**config.mk**
```make
export PLATFORM = sky130hd
export DESIGN_NAME = rv32_imem_fetch
export DESIGN_NICKNAME = d
export VERILOG_FILES = /design/src/rtl/rv32_imem_fetch.sv
export SDC_FILE = /design/constraint.sdc
export NUM_CORES = 1
export LEC_CHECK = 0
export ABC_AREA = 0
export CAP_MARGIN = 30
export CORE_UTILIZATION = 30
export DETAILED_ROUTE_END_ITERATION = 8
export RECOVER_POWER = 25
export REMOVE_ABC_BUFFERS = 1
export SLEW_MARGIN = 10
export SYNTH_ARGS = -nofsm -noshare
export SYNTH_HDL_FRONTEND = slang
export SYNTH_SLANG_ARGS = --single-unit
export TNS_END_PERCENT = 1
```
**constraint.sdc**
```tcl
create_clock -name clock -period 6.8 [get_ports clock]
set_clock_uncertainty 0.15 [all_clocks]
set_input_delay 1.36 -clock clock [delete_from_list [all_inputs] [get_ports clock]]
set_output_delay 1.36 -clock clock [all_outputs]
set_load 0.005 [all_outputs]
```
**src/rtl/rv32_imem_fetch.sv**
```systemverilog
// Instruction fetch front end: owns the PC, drives the synchronous BRAM read port
// and hides its one-cycle latency behind a 2-entry skid FIFO feeding decode.
module rv32_imem_fetch #(
    parameter logic [31:0] PC_RESET = 32'h0000_0000,
    parameter int          IMEM_AW  = 13
) (
    input  logic               clock,
    input  logic               rst_n,
    input  logic               fetch_en,
    input  logic               redirect_valid,
    input  logic [31:0]        redirect_pc,
    output logic [IMEM_AW-1:0] imem_rdaddress,
    input  logic [31:0]        imem_q,
    output logic               instr_valid,
    input  logic               instr_ready,
    output logic [31:0]        instr,
    output logic [31:0]        instr_pc
);

    logic [31:0] pc_q;
    logic [31:0] req_pc_q;
    logic        inflight_q;

    logic [31:0] fifo_instr_q [2];
    logic [31:0] fifo_pc_q    [2];
    logic        rd_ptr_q;
    logic        wr_ptr_q;
    logic [1:0]  count_q;

    logic        pop;
    logic        push;
    logic        issue;
    logic [2:0]  occupancy;

    // Occupancy counts queued words plus the one still in the BRAM pipe, net of
    // this cycle's pop, so an issue is only allowed when its word is sure to fit.
    always_comb begin
        pop         = 1'b0;
        push        = 1'b0;
        issue       = 1'b0;
        occupancy   = 3'd0;
        instr_valid = (count_q != 2'd0);
        pop         = instr_valid & instr_ready;
        push        = inflight_q & ~redirect_valid;
        occupancy   = {1'b0, count_q} + {2'b00, inflight_q} - {2'b00, pop};
        issue       = fetch_en & ~redirect_valid & (occupancy <= 3'd1);
    end

    assign imem_rdaddress = pc_q[IMEM_AW+1:2];
    assign instr          = instr_valid ? fifo_instr_q[rd_ptr_q] : 32'h0000_0000;
    assign instr_pc       = instr_valid ? fifo_pc_q[rd_ptr_q]    : 32'h0000_0000;

    always_ff @(posedge clock or negedge rst_n) begin
        if (!rst_n) begin
            pc_q       <= PC_RESET;
            req_pc_q   <= 32'h0000_0000;
            inflight_q <= 1'b0;
        end else if (redirect_valid) begin
            pc_q       <= redirect_pc & 32'hFFFF_FFFC;
            inflight_q <= 1'b0;
        end else begin
            inflight_q <= issue;
            if (issue) begin
                pc_q     <= pc_q + 32'd4;
                req_pc_q <= pc_q;
            end
        end
    end

    // A redirect wipes the queue outright; a pop racing it is simply lost.
    always_ff @(posedge clock or negedge rst_n) begin
        if (!rst_n) begin
            for (int i = 0; i < 2; i++) begin
                fifo_instr_q[i] <= 32'h0000_0000;
                fifo_pc_q[i]    <= 32'h0000_0000;
            end
            rd_ptr_q <= 1'b0;
            wr_ptr_q <= 1'b0;
            count_q  <= 2'd0;
        end else if (redirect_valid) begin
            rd_ptr_q <= 1'b0;
            wr_ptr_q <= 1'b0;
            count_q  <= 2'd0;
        end else begin
            if (push) begin
                fifo_instr_q[wr_ptr_q] <= imem_q;
                fifo_pc_q[wr_ptr_q]    <= req_pc_q;
                wr_ptr_q               <= ~wr_ptr_q;
            end
            if (pop) begin
                rd_ptr_q <= ~rd_ptr_q;
            end
            case ({push, pop})
                2'b10:   count_q <= count_q + 2'd1;
                2'b01:   count_q <= count_q - 2'd1;
                default: count_q <= count_q;
            endcase
        end
    end

endmodule

```
Word-level counts from Yosys, hierarchy flattened
Cells that the tools add are included.
{"block": "classes", "addsub": 5, "n_lt_le_gt_ge": 4, "n_eq_ne": 2, "mux": 21, "bitwise_logic": 9, "n_reduce_logical": 8}
{"op": "2-to-1 mux 32 bit", "count": 11}
{"op": "bitwise mux 64 bit", "count": 2}
{"op": "adder 32 x 3 -> 32 bit, second input constant", "count": 1}
{"op": "demux 32 bit (select 1 bit)", "count": 1}
{"op": "nonzero test 2 bit", "count": 4}
{"op": "2-to-1 mux 1 bit", "count": 5}
{"op": "AND 1 bit", "count": 4}
{"op": "greater-or-equal comparator 2 bit, second input constant", "count": 2}
{"op": "NOT 1 -> 2 bit", "count": 2}
{"op": "one-hot mux 2 bit (2 select lines)", "count": 1}
{"op": "AND reduction 2 bit", "count": 2}
{"op": "adder 2 x 1 -> 3 bit", "count": 1}
{"op": "<= comparator 3 x 1 -> 1 bit, second input constant", "count": 1}
{"op": "NOT 1 bit", "count": 3}
{"op": "nonzero test 3 bit", "count": 1}
{"op": "subtractor 3 x 1 -> 3 bit", "count": 1}
{"op": "adder 2 x 1 -> 2 bit, second input constant", "count": 1}
{"op": "== test 2 x 1 -> 1 bit, second input constant", "count": 1}
{"op": "== test 2 bit, second input constant", "count": 1}
{"op": "< comparator 2 x 1 -> 1 bit, second input constant", "count": 1}
{"op": "2-to-1 mux 2 bit", "count": 1}
{"op": "subtractor 2 x 1 -> 2 bit, second input constant", "count": 1}
{"op": "logical AND 1 bit", "count": 1}
{"block": "totals", "reg_bits": 197, "inputBits": 69, "out_inout_bits": 78, "word_cells": 59}

Longest topological paths before layout
Gate-level depths: netlist of the first run.
{"block": "logic_depth", "word_depth": 7, "depth_mapped": 16, "mapped_depth_nobuf": 14}

Worst setup path before layout of the first run
Ideal clock, no wire load.
{"block": "synth_timing", "path_type": "input to register", "from": "input port instr_ready", "to": "register pc_q[20]", "setup_time_ps": 126, "arrival_time_ps": 3618, "t_required_ps": 6524, "path_slack_ps": 2906, "stages": 13, "n_path_buf": 1, "path_cell_list": "and2_1 -> clkbuf_1 -> ha_1 -> inv_1 -> ha_1 -> inv_1 -> fa_1 -> xor2_1 -> or3_4 -> clkinv_2 -> nor2_2 -> a21o_1 -> a221o_1"}
{"block": "synth_between", "elab_chain_len": 5}
{"item": "from (decl)", "line_no": "15", "text": "input logic instr_ready,"}
{"item": "AND 1 bit", "line_no": "43", "text": "pop = instr_valid & instr_ready;"}
{"item": "subtractor 3 x 1 -> 3 bit", "line_no": "45", "text": "occupancy = {1'b0, count_q} + {2'b00, inflight_q} - {2'b00, pop};"}
{"item": "<= comparator 3 x 1 -> 1 bit", "line_no": "46", "text": "issue = fetch_en & ~redirect_valid & (occupancy <= 3'd1);"}
{"item": "AND 1 bit", "line_no": "46"}
{"item": "nonzero test 2 bit (no source line)"}
{"item": "to (signal assigned)", "line_no": "59", "text": "pc_q <= redirect_pc & 32'hFFFF_FFFC;"}
{"item": "to (signal assigned)", "line_no": "64", "text": "pc_q <= pc_q + 32'd4;"}
{"item": "to (decl)", "line_no": "20", "text": "logic [31:0] pc_q;"}
No other way between the ends.
A chain may end at the register's enable or synchronous reset.

Worst setup path after layout of the first run
{"block": "layout_timing", "from": "input port instr_ready", "to": "register pc_q[25]"}
Same word-level chain as after synthesis.

==> impl_metrics.env, run 1 <==
export IMPL_critPathTopFamily="simple AND/OR/NAND/NOR gates"
export IMPL_numCtsBuffers=17
export IMPL_leakage_uw=0.00474
export IMPL_fin_tns_setup_ns=0
export IMPL_hpwl_um=14000
export IMPL_end_kind="register"
export IMPL_ys_seq_area_frac=0.533
export IMPL_drc_errors=0
export IMPL_powerDensity_nw_per_um2=367
export IMPL_synth_edf_count=0
export IMPL_port_buffers=142
export IMPL_worst_slack_ns=2.26
export IMPL_yosys_warnings=0
export IMPL_crit_fanout=28
export IMPL_antenna_found_initial=0
export IMPL_hold_viol_final=0
export IMPL_diodes=0
export IMPL_rsz0062_at_grt="no"
export IMPL_max_cap_viol_count=1
export IMPL_rows=62
export IMPL_synth_area_sq_um=8870
export IMPL_die_height_um=174
export IMPL_worstMarginPinSlew_ns=2.03
export IMPL_drtPass1Iterations=4
export IMPL_cp_data_arrival_time_ns=4.76
export IMPL_htree_num_levels=4
export IMPL_p_seq_frac=0.454
export IMPL_initialDrtViolationCount=346
export IMPL_dieArea_sq_um=30300
export IMPL_comb_power_share=0.294
export IMPL_critical_path_class="input pin to register"
export IMPL_grt_pass1_vias=6197
export IMPL_crit_required_ns=7.01
export IMPL_dr_total_vias=6175
export IMPL_synth_async_reset_ratio=1.00
export IMPL_ctsHoldBuffers=0
export IMPL_synth_cells=785
export IMPL_cp_cell_sequence="clkdlybuf4s50_1 > and2_1 > ha_1 > inv_1 > ha_1 > inv_1 > fa_1 > xor2_1 > or3_4 > clkinv_2 > buf_4 > nand4_2 > or3_1 > nand3_1"
export IMPL_critical_path_buf_inv_count=5
export IMPL_worst_skew_pair_late_latency_ns=0.43
export IMPL_cts_buffer_depth=2
export IMPL_io_pin_count=147
export IMPL_cts_tree="built"
export IMPL_synth_top_area_cell="dfrtp_1"
export IMPL_clkSinkCount=189
export IMPL_fp_dieW_um=174
export IMPL_path_clk_slew_ns=0.08
export IMPL_synth_area_per_cell_sq_um=11.3
export IMPL_status="finished, violations left"
export IMPL_place_congestion=0.765
export IMPL_dp_slack_ns=1.81
export IMPL_fin_crit_sh=0.668
export IMPL_min_period_ns=4.54
export IMPL_grt_remaining_overflow=0
export IMPL_max_freq_mhz=220
export IMPL_synth_seq_cells=189
export IMPL_synth_main_ff_cell="dfrtp_1"
export IMPL_start_kind="input pin"
export IMPL_p_clk_frac=0.253
export IMPL_drive_above_1_share=0.196
export IMPL_fillers=2814
export IMPL_grt_max_degree=95
export IMPL_initial_core_util=0.307
export IMPL_final_antenna_net_count=0
export IMPL_post_cts_resized=0
export IMPL_track_usage=0.147
export IMPL_root_buffer="clkbuf_16"
export IMPL_ys_top_cells_by_area="dfrtp_1 53%, mux2_2 16%, mux2i_1 7.0%"
export IMPL_finalSetupViolCount=0
export IMPL_coreArea_sq_um=28900
export IMPL_synth_cell_types=54
export IMPL_vias_per_cell=4.77
export IMPL_slew_viol_final=39
export IMPL_postCtsSetupBuffers=0
export IMPL_critical_path_slowest_cell="clkdlybuf4s50_1"
export IMPL_switchingPower_uw=1270
export IMPL_fin_nets=971
export IMPL_area_delta_synth_final_pct=25.8
export IMPL_wire_per_inst_um=16.5
export IMPL_grt_pass1_wl_um=34900
export IMPL_slowest_delay_ns=0.49
export IMPL_hp_class="register to register"
export IMPL_violations="capacitance limit, slew limit"
export IMPL_synth_top_area_frac=0.533
export IMPL_routed_wl_um=21400
export IMPL_p_sw_frac=0.310
export IMPL_p_int_uw=2830
export IMPL_slew_headroom=-0.353
export IMPL_peakVddDrop_v=0.000310
## per-layer routing
layer | wire length [um] | up-vias | share of wire | track usage
met5 | 0 | - | 0 | 0
met1 | 10300 | 3084 | 0.48 | 0.201
li1 | - | 2953 | - | -
met4 | 123 | 0 | 0.0057 | 0.0307
met3 | 923 | 8 | 0.043 | 0.0348
met2 | 10100 | 130 | 0.47 | 0.235
## registers in the layout, summed over array words and instances (netlist names)
register      flops
count_q           2
fifo_instr_q     64
fifo_pc_q        60
inflight_q        1
pc_q             30
rd_ptr_q          1
req_pc_q         30
wr_ptr_q          1
## area by class of cell
class | instances | area (sq um) | share of cell area
Inverter | 10 | 38.8 | 0.00348
Timing Repair Buffer | 152 | 1500 | 0.134
Multi-Input combinational cell | 528 | 3800 | 0.341
Sequential cell | 189 | 4730 | 0.424
Clock inverter | 14 | 170 | 0.0152
Clock buffer | 18 | 439 | 0.0393
Tap cell | 384 | 480 | 0.0430
## layout by cell type, fill, tap and decap left out, types with 4 or more instances in the layout
| master | netlist | final |
|---|---|---|
| o311ai_1 | 11 | 11 |
| o21ai_0 | 4 | 4 |
| mux2i_1 | 62 | 62 |
| o21ai_1 | 14 | 14 |
| nor3_1 | 6 | 6 |
| clkdlybuf4s50_1 | 0 | 140 |
| nor2_1 | 86 | 85 |
| inv_6 | 0 | 4 |
| nand3_1 | 16 | 15 |
| and2_1 | 4 | 4 |
| mux2_2 | 124 | 124 |
| clkbuf_16 | 0 | 17 |
| inv_8 | 0 | 4 |
| inv_1 | 9 | 9 |
| nand4_1 | 13 | 13 |
| nand2_1 | 122 | 122 |
| xnor2_1 | 5 | 5 |
| o211ai_1 | 6 | 6 |
| buf_4 | 15 | 9 |
| a221o_1 | 7 | 7 |
| dfrtp_1 | 189 | 188 |
## worst reg2reg max path, delay by kind of cell, from the launching register on
kind	cells	cell delay (ns)
adders and majority gates	3	0.78
xor gates and xnor gates	1	0.20
DFF	1	0.48
buffers and inverters	5	0.78
and+or+nand+nor	6	1.35
## stage by stage
step	std cells	hold slack, ns	total power [uW]	area, sq um	util
detailed placement	1263	0.339	3120	10600	0.365
global placement	1263	0.329	3070	10600	0.365
finish	1295	0.348	4100	11200	0.386
floorplan	727	0.308	2580	8550	-
global route	1295	0.369	4400	11200	0.386
CTS	1295	0.356	4170	11200	0.386
## synth_stat cells (all sizes together) (2+ instances only)
library cell,number
nor3,7
clkbuf,15
o21ai,18
nand2,123
xor2,3
inv,9
dfrtp,189
buf,44
nor3b,2
xnor2,5
a221o,7
a41oi,2
nand3,17
nor4,3
a22oi,3
a21oi,2
ha,3
a21o,3
a31o,2
nor2,87
o211ai,6
and3,3
mux2i,62
nand4,15
mux2,124
o311ai,13
or3,2
and2,4
## worst paths after layout
kind | startpoint | end | slack (ns) | cells past startpoint
min reg2reg | req_pc_q[17] | req_pc_q[17] | 0.35 | 2
max in group asynchronous | rst_n | fifo_instr_q[21] | 3.29 | 2
min | req_pc_q[17] | req_pc_q[17] | 0.35 | 2
min in group asynchronous | rst_n | fifo_instr_q[1] | 0.81 | 1
max | instr_ready | pc_q[25] | 2.26 | 14
max reg2reg | count_q[1] | pc_q[25] | 3.01 | 15
## logic make-up (layout without fill, tap and decap cells)
logic type | Yosys count | count (layout) | share of synthesized area
other cells | 1 | 2 | 0.000423
flops | 189 | 189 | 0.533
mux | 186 | 186 | 0.227
compound gates | 63 | 63 | 0.0529
buf+inv | 69 | 194 | 0.0419
fa+ha+maj | 4 | 4 | 0.00649
simple gates | 265 | 265 | 0.130
xor+xnor | 8 | 8 | 0.00790
## power by group through the flow
stage / registers, uW / clock network (uW) / logic [uW]
final: 1860 / 1040 / 1200
after CTS: 1870 / 1070 / 1230
after global routing: 1930 / 1120 / 1350
after global placement: 1870 / 0 / 1210
after floorplan: 1810 / 0 / 771
after detailed placement: 1890 / 0 / 1230
No activity file was read; power rests on OpenSTA's default activity.
==> run 2: changes to the inputs <==
Clock period 6.8 ns to 4.1 ns, I/O delays scaled along.
==> run 2 against run 1 <==
Effect of this change:
- the run still ends with capacitance limit, slew limit left
- global-route usage increased by 0.30 points
- sequential power increased by 65%
- register-to-register slack got worse by 2.4 ns
- first-iteration DRC count increased by 15%
- critical path depth unchanged
- final cell count increased by 1.0%
- utilization increased by 0.40 points
- total power increased by 65%
- sequential share of layout area decreased by 0.44 points
- combinational power increased by 72%
- flip-flop and latch count unchanged
- highest routed layer unchanged
==> impl_metrics.env, run 2 (synthesis gave the netlist of run 1 again) <==
export IMPL_status="finished, violations left"
export IMPL_violations="capacitance limit, slew limit"
export IMPL_final_antenna_net_count=0
export IMPL_coreArea_sq_um=28900
export IMPL_critical_path_class="input pin to register"
export IMPL_post_cts_resized=0
export IMPL_finalPower_uw=6780
export IMPL_wl_met1_um=10500
export IMPL_wire_per_inst_um=16.5
export IMPL_numCtsBuffers=17
export IMPL_max_cap_viol_count=1
export IMPL_wl_met3_um=921
export IMPL_clkSinkCount=189
export IMPL_port_buffers=142
export IMPL_grt_max_degree=98
export IMPL_powerDensity_nw_per_um2=602
export IMPL_track_usage=0.150
export IMPL_finalSetupViolCount=0
export IMPL_dr_total_vias=6172
export IMPL_htree_num_levels=4
export IMPL_slew_headroom=-0.701
export IMPL_antenna_found_initial=0
export IMPL_layout_common_cells="188 x dfrtp_1, 141 x clkdlybuf4s50_1, 124 x mux2_2, 122 x nand2_1, 85 x nor2_1"
export IMPL_routed_wl_um=21600
export IMPL_hold_viol_final=0
export IMPL_grt_pass1_wl_um=35500
export IMPL_io_pin_count=147
export IMPL_r2r_start="count_q[1]"
export IMPL_topRoutingLayerUsed="met4"
export IMPL_leakage_uw=0.00481
export IMPL_fin_nets=985
export IMPL_holdWs_ns=0.351
export IMPL_crit_required_ns=4.30
export IMPL_initialDrtViolationCount=398
export IMPL_drive_above_1_share=0.207
export IMPL_hold_start="req_pc_q[8]"
export IMPL_initial_core_util=0.307
export IMPL_largest_register="fifo_instr_q"
export IMPL_fp_dieW_um=174
export IMPL_rsz0062_at_grt="no"
export IMPL_rows=62
export IMPL_start_kind="input pin"
export IMPL_max_freq_mhz=275
export IMPL_root_buffer="clkbuf_16"
export IMPL_grt_remaining_overflow=0
export IMPL_slew_viol_final=98
export IMPL_die_height_um=174
export IMPL_grt_pass1_vias=6391
export IMPL_dieArea_sq_um=30300
export IMPL_crit_fanout=10
export IMPL_cts_tree="built"
export IMPL_rrSetupSlack_ns=0.63
export IMPL_ctsHoldBuffers=0
export IMPL_hpwl_um=14600
export IMPL_r2r_end="pc_q[16]"
export IMPL_place_congestion=0.768
export IMPL_diodes=0
export IMPL_min_period_ns=3.64
export IMPL_end_kind="register"
export IMPL_cts_buffer_depth=2
export IMPL_peakVddDrop_v=0.000345
export IMPL_area_delta_synth_final_pct=27.1
export IMPL_postCtsSetupBuffers=0
export IMPL_hp_class="register to register"
export IMPL_drc_errors=0
export IMPL_path_clk_slew_ns=0.07
export IMPL_largest_reg_flops=64
export IMPL_worst_skew_pair_late_latency_ns=0.42
export IMPL_cp_data_arrival_time_ns=3.83
export IMPL_drtPass1Iterations=4
export IMPL_ff2ff_path_depth=15
export IMPL_largestRegisters="fifo_instr_q x64, fifo_pc_q x60"
export IMPL_fin_crit_sh=0.887
export IMPL_min_path_cells=2
export IMPL_worstMarginPinSlew_ns=2.55
export IMPL_min_to="req_pc_q[8]"
export IMPL_final_common_cell="dfrtp_1"
export IMPL_vias_per_cell=4.72
export IMPL_route_met2_wl_um=9980
-- run 2: critical path, cell delays in order --
cell	delay (ns)
clkdlybuf4s50_1	0.49
and2_1	0.16
ha_1	0.23
inv_1	0.06
ha_1	0.13
inv_1	0.04
fa_1	0.37
xor2_1	0.20
or3_4	0.43
clkinv_2	0.15
buf_4	0.20
nand2_1	0.13
o41ai_1	0.27
o21bai_1	0.16
-- run 2: routing by layer --
layer	vias up	track usage
li1	2981	-
met1	3052	0.211
met2	125	0.234
met3	14	0.0291
met4	0	0.0406
met5	-	0
-- run 2: where the power goes --
part | internal, uW | leakage, uW | switching [uW]
sequential | 2600 | 0.00238 | 472
combinational | 1190 | 0.00214 | 871
clock | 912 | 0.000285 | 742
total | 4700 | 0.00481 | 2090
-- run 2: worst max path at each step --
stage / startpoint / to / slack [ns]
floorplan: redirect_valid / fifo_instr_q[32] / -2.15
global placement: instr_ready / pc_q[16] / 0.1
detailed placement: instr_ready / pc_q[16] / 0.06
CTS: instr_ready / pc_q[16] / 0.49
global route: instr_ready / pc_q[16] / 0.26
finish: instr_ready / pc_q[16] / 0.46
-- run 2: final cells by class --
class                      instances  area, sq um
clock inverter                    13          155
sequential                       189         4730
clock buffer                      18          429
fill                            2799        17700
tap                              384          480
multi-input combinational        528         3800
inverter                          10         38.8
timing repair buffer             166         1640
-- run 2: per-stage QoR --
| stage | util | instance area, sq um | setup TNS, ns | std cells | setup WS (ns) |
|---|---|---|---|---|---|
| after floorplan | - | 8550 | -217.97 | 727 | -2.15 |
| after global placement | 0.370 | 10700 | 0 | 1277 | 0.0995 |
| after detailed placement | 0.370 | 10700 | 0 | 1277 | 0.0564 |
| after CTS | 0.390 | 11300 | 0 | 1308 | 0.494 |
| after global routing | 0.390 | 11300 | 0 | 1308 | 0.264 |
| final | 0.390 | 11300 | 0 | 1308 | 0.463 |
